`src/rtl/test_pkg.sv`:
```
// Shared package for the producer/receiver pair: common widths, default depth and
// the byte transform helpers used on each side of the link.
package test_pkg;

    localparam int PKG_WIDTH        = 16;
    localparam int RX_DEFAULT_DEPTH = 4;

    // Producer-side transform: value + 1 modulo 256.
    function automatic logic [7:0] increment(input logic [7:0] value);
        return value + 8'd1;
    endfunction

    // Receiver-side inverse: value - 1 modulo 256, so 8'h00 maps to 8'hFF.
    function automatic logic [7:0] decrement(input logic [7:0] value);
        return value - 8'd1;
    endfunction

endpackage

```
`src/rtl/packet_rx_fifo.sv`:
```
// First-word fall-through FIFO for packet_rx_decoder. Pointers carry one extra
// wrap bit so that full and empty are distinguishable without a separate counter.
module packet_rx_fifo
    import test_pkg::*;
#(
    parameter int DEPTH = RX_DEFAULT_DEPTH,
    parameter int DW    = 8
) (
    input  logic                     clk,
    input  logic                     reset,
    input  logic                     push_i,
    input  logic                     pop_i,
    input  logic                     flush_i,
    input  logic [DW-1:0]            wdata_i,
    output logic [DW-1:0]            rdata_o,
    output logic                     full_o,
    output logic                     empty_o,
    output logic [$clog2(DEPTH):0]   level_o
);

    localparam int AW = $clog2(DEPTH);
    localparam int PW = AW + 1;

    logic [PW-1:0] wr_q, wr_d;
    logic [PW-1:0] rd_q, rd_d;
    logic [DW-1:0] mem_q [DEPTH];

    // Next-pointer logic; flush overrides any push or pop in the same cycle.
    always_comb begin
        wr_d = wr_q;
        rd_d = rd_q;
        if (flush_i) begin
            wr_d = {PW{1'b0}};
            rd_d = {PW{1'b0}};
        end else begin
            if (push_i) begin
                wr_d = wr_q + PW'(1);
            end else begin
                wr_d = wr_q;
            end
            if (pop_i) begin
                rd_d = rd_q + PW'(1);
            end else begin
                rd_d = rd_q;
            end
        end
    end

    // Pointer registers.
    always_ff @(posedge clk) begin
        if (reset) begin
            wr_q <= {PW{1'b0}};
            rd_q <= {PW{1'b0}};
        end else begin
            wr_q <= wr_d;
            rd_q <= rd_d;
        end
    end

    // Storage write; contents are not reset.
    always_ff @(posedge clk) begin
        if (push_i && !flush_i) begin
            mem_q[wr_q[AW-1:0]] <= wdata_i;
        end
    end

    assign full_o  = (wr_q[AW] != rd_q[AW]) && (wr_q[AW-1:0] == rd_q[AW-1:0]);
    assign empty_o = (wr_q == rd_q);
    assign level_o = wr_q - rd_q;
    assign rdata_o = mem_q[rd_q[AW-1:0]];

endmodule

```
`src/rtl/packet_rx_decoder.sv`:
```
// Receive-side decoder: undoes the producer's +1 transform and buffers bytes for a
// valid/ready consumer. Define PKT_RX_DROP_CNT_EN to add the saturating drop_count output.
module packet_rx_decoder
    import test_pkg::*;
#(
    parameter int WIDTH = PKG_WIDTH,
    parameter int DEPTH = RX_DEFAULT_DEPTH
) (
    input  logic                     clk,
    input  logic                     reset,
    input  logic                     enable,
    input  logic [7:0]               in_data,
    input  logic                     in_valid,
    input  logic                     out_ready,
    input  logic                     flush,
    input  logic                     clr_ovf,
    output logic [7:0]               out_data,
    output logic                     out_valid,
    output logic                     overflow,
    output logic [$clog2(DEPTH):0]   level,
    output logic [WIDTH-1:0]         pkt_count
`ifdef PKT_RX_DROP_CNT_EN
    ,
    output logic [7:0]               drop_count
`endif
);

    logic       full_s;
    logic       empty_s;
    logic       push_s;
    logic       pop_s;
    logic       drop_s;
    logic [7:0] head_s;
    logic       overflow_q, overflow_d;
    logic [WIDTH-1:0] pkt_count_q, pkt_count_d;

    // A flush swallows the concurrent beat: it is neither stored, counted nor flagged.
    assign pop_s  = !empty_s && out_ready && !flush;
    assign push_s = enable && in_valid && (!full_s || pop_s) && !flush;
    assign drop_s = enable && in_valid && full_s && !pop_s && !flush;

    packet_rx_fifo #(
        .DEPTH (DEPTH),
        .DW    (8)
    ) u_fifo (
        .clk     (clk),
        .reset   (reset),
        .push_i  (push_s),
        .pop_i   (pop_s),
        .flush_i (flush),
        .wdata_i (decrement(in_data)),
        .rdata_o (head_s),
        .full_o  (full_s),
        .empty_o (empty_s),
        .level_o (level)
    );

    // Sticky overflow (drop beats clear) and wrapping accepted-beat counter.
    always_comb begin
        overflow_d  = overflow_q;
        pkt_count_d = pkt_count_q;
        if (drop_s) begin
            overflow_d = 1'b1;
        end else if (clr_ovf) begin
            overflow_d = 1'b0;
        end else begin
            overflow_d = overflow_q;
        end
        if (push_s) begin
            pkt_count_d = pkt_count_q + WIDTH'(1);
        end else begin
            pkt_count_d = pkt_count_q;
        end
    end

    // Status registers.
    always_ff @(posedge clk) begin
        if (reset) begin
            overflow_q  <= 1'b0;
            pkt_count_q <= {WIDTH{1'b0}};
        end else begin
            overflow_q  <= overflow_d;
            pkt_count_q <= pkt_count_d;
        end
    end

`ifdef PKT_RX_DROP_CNT_EN
    logic [7:0] drop_cnt_q, drop_cnt_d;

    // Saturating drop counter; a drop coinciding with clr_ovf restarts it at one.
    always_comb begin
        drop_cnt_d = drop_cnt_q;
        if (clr_ovf) begin
            drop_cnt_d = drop_s ? 8'd1 : 8'd0;
        end else if (drop_s && (drop_cnt_q != 8'hFF)) begin
            drop_cnt_d = drop_cnt_q + 8'd1;
        end else begin
            drop_cnt_d = drop_cnt_q;
        end
    end

    // Drop counter register.
    always_ff @(posedge clk) begin
        if (reset) begin
            drop_cnt_q <= 8'd0;
        end else begin
            drop_cnt_q <= drop_cnt_d;
        end
    end

    assign drop_count = drop_cnt_q;
`endif

    assign out_valid = !empty_s;
    assign out_data  = empty_s ? 8'h00 : head_s;
    assign overflow  = overflow_q;
    assign pkt_count = pkt_count_q;

endmodule

```
`config.mk`:
```
export PLATFORM = sky130hd
export DESIGN_NAME = packet_rx_decoder
export DESIGN_NICKNAME = d
export VERILOG_FILES = /design/src/rtl/test_pkg.sv /design/src/rtl/packet_rx_fifo.sv /design/src/rtl/packet_rx_decoder.sv
export SDC_FILE = /design/constraint.sdc
export NUM_CORES = 1
export LEC_CHECK = 0
export BUFFER_PORTS_ARGS = -buffer_cell sky130_fd_sc_hd__buf_2
export CORE_UTILIZATION = 50
export DETAILED_ROUTE_END_ITERATION = 10
export HOLD_SLACK_MARGIN = 0.15
export PLACE_DENSITY = 0.75
export SLEW_MARGIN = 10
export SYNTH_ARGS = -nofsm -noshare
export SYNTH_HDL_FRONTEND = slang
export SYNTH_SLANG_ARGS = --single-unit
```
`constraint.sdc`:
```
create_clock -name clk -period 4.9 [get_ports clk]
set_input_delay 0.98 -clock clk [delete_from_list [all_inputs] [get_ports clk]]
set_output_delay 0.98 -clock clk [all_outputs]
set_load 0.005 [all_outputs]
```
==> metrics.yaml <==
grt:
  antenna_found_initial: 0
  grt_overflow_total: 0
  grt_usage_pct: 18.70
  grt_max_degree: 39
  grt_pass1_vias: 1635
  grt_pass1_wl_microns: 7493
clock_network:
  post_cts_buffers: 0
  clock_latency_ns: 0.33
  clk_pin_slew_ns: 0.06
  clock_sinks: 57
  holdBufCountCts: 0
  cts_resized: 0
  cts_tree: "built"
  clk_path_buf_depth: 2
  h-tree-depth: 3
  clockRootBuffer: "clkbuf_8"
  cts-buffers-inserted: 9
setup_path:
  worstPathMaxFanout: 9
  max_stage_delay_ns: 0.55
  worstPathRequired_ns: 3.92
  critPathCaptureType: "output pin"
  critPathBufInv: 2
  critical_path_arrival_ns: 2.05
  crit_slowest_cell: "nor2_1"
  path_cells: "inv_1, ha_1, nand2_1, nor2_1, nor2b_1, buf_2"
  path_class: "flop to output pin"
  cp-start-kind: "flop"
  crit_family: "simple AND/OR/NAND/NOR gates"
die:
  start_util_pct: 51.86
  die_h_microns: 74.79
  design.core.area_sq_um: 5107
  die_area_sq_um: 5593
  num_rows: 26
  io_pins: 44
  dieWidth_microns: 74.79
drt:
  drc: 0
  postRouteAntennaNets: 0
  vias: 1828
  routed_wl_microns: 4844
  first_pass_iters: 4
  dr.first_iter.drc_count: 128
  vias_per_cell: 5.392
  wire_per_inst_microns: 14.29
timing:
  rsz0062_at_grt: "no"
  max_freq_ghz: 0.3296
  setup_viol: 0
  timing.slew.headroom_pct: 49.53
  finalCritPeriodShare_pct: 61.92
  final.setup.tns_ns: 0
  period_needed_ns: 3.034
  final_max_slew_viol_count: 0
  hold_viol: 0
  skew_ns: 0.008125
  worst_pin_slew_ns: 0.7542
synthesis:
  synth_cells: 220
  synth_cell_type_count: 38
  yosysSeqAreaShare_pct: 55.17
  synth_async_sr_flop_share_pct: 0
  yosys_warnings: 0
  synth_fp_nets: 245
  synth.avg_cell_area_sq_um: 12.04
  synth-main-ff-cell: "edfxtp_1"
  synth-seq-cells: 57
  synth_area_sq_um: 2649
  synth-edff-count: 32
finish:
  fin_util_pct: 61.05
  layout-drive-gt1-share_pct: 26.77
  nets: 289
  area_growth_pct: 17.71
  fin_area_sq_um: 3118
  layout_commonest_cell: "buf_2"
  diodes: 0
  final_cell_mix: "43 x buf_2, 32 x edfxtp_1, 25 x dfxtp_1, 16 x inv_1, 16 x nor2_1"
  final_cells: 339
place:
  dp.cells: 323
  gp_congestion: 0.7748
  io_buffers: 43
  dp_hpwl_microns: 3362
  post_dp_cell_area_sq_um: 2900
hold_path:
  min-delay-path-class: "flop to flop"
power:
  power_leakage_nw: 1.211
  max-vdd-ir-drop_v: 0.0002236
  power_density_nw_per_um2: 330.8
  finalPower_mw: 1.032
run_status:
  outcome: "finished, final reports clean"
flow_run:
  drv_cap: 0
[per-layer routing]
layer | vias up | track usage (%) | wire length, microns
met1 | 873 | 23.51 | 2186
met5 | - | 0 | 0
li1 | 895 | - | -
met4 | 0 | 7.547 | 60
met3 | 7 | 6.024 | 250
met2 | 53 | 30.03 | 2347
[kinds of logic after synthesis]
logic type,after synthesis,synth area share (%)
AO/OA/AOI/OAI,34,7.889
flip-flops,57,55.17
adder cells (fa/ha/maj),10,5.007
AND/OR/NAND/NOR,68,14.41
multiplexers,11,7.936
XOR/XNOR,13,4.582
buffers and inverters,27,5.007
[final timing paths]
check / startpoint / endpoint / slack [ns] / depth (start not counted)
max reg2reg: u_fifo.rd_q[1] / u_fifo.mem_q[0][1] / 2.63 / 6
min: pkt_count[15] / pkt_count[15] / 0.48 / 2
min reg2reg: pkt_count[15] / pkt_count[15] / 0.48 / 2
max: u_fifo.wr_q[0] / out_data[3] / 1.87 / 6
[registers in the layout (all words and copies together) (netlist names), named ones only]
name and count:
pkt_count 16, u_fifo.wr_q 3, u_fifo.rd_q 3, u_fifo.mem_q 32
overflow 1
[Yosys cell counts, types with 2 or more instances]
master | count | area share, %
xor2_1 | 9 | 3.0
inv_1 | 16 | 2.3
and2_1 | 2 | 0.47
buf_6 | 3 | 1.3
mux2i_1 | 3 | 1.1
o21ai_0 | 2 | 0.38
nand4_1 | 3 | 0.71
a21oi_1 | 15 | 2.8
nor3_1 | 2 | 0.38
o31ai_1 | 11 | 3.1
nor2b_1 | 10 | 2.4
nor4_1 | 2 | 0.47
clkbuf_1 | 5 | 0.71
buf_4 | 2 | 0.57
xnor2_1 | 3 | 0.99
or3_1 | 3 | 0.71
nor2_1 | 16 | 2.3
o21ai_1 | 3 | 0.57
nand2_1 | 7 | 0.99
dfxtp_1 | 25 | 19
or4_1 | 11 | 3.1
nand3_1 | 5 | 0.94
ha_1 | 9 | 4.3
mux4_2 | 8 | 6.8
edfxtp_1 | 32 | 36
[power by group]
group	switching, mW	total [mW]	internal [mW]
logic	0.0250	0.0408	0.0158
clock network	0.193	0.479	0.286
registers	0.00201	0.512	0.510
total	0.220	1.03	0.812
[through the flow]
step	hold slack, ns	setup WS (ns)
after CTS	0.4897	1.830
after detailed placement	0.4779	2.151
after floorplan	0.4682	2.596
after global routing	0.5295	1.697
after global placement	0.4657	2.202
final	0.4836	1.866
[layout make-up]
type,count,area [sq um]
clock buffer,9,123.9
clock inverter,7,93.84
fill,402,1989
inverter,16,60.06
multi-input combinational,136,1069
sequential,57,1461
tap,70,87.58
timing repair buffer,44,222.7
[tightest hold or removal path: cells and delay by family, from the launching register on]
family | cells | cell delay (ns)
compound gates | 2 | 0.12
flops | 1 | 0.32
No activity file was read; power rests on OpenSTA's default activity.
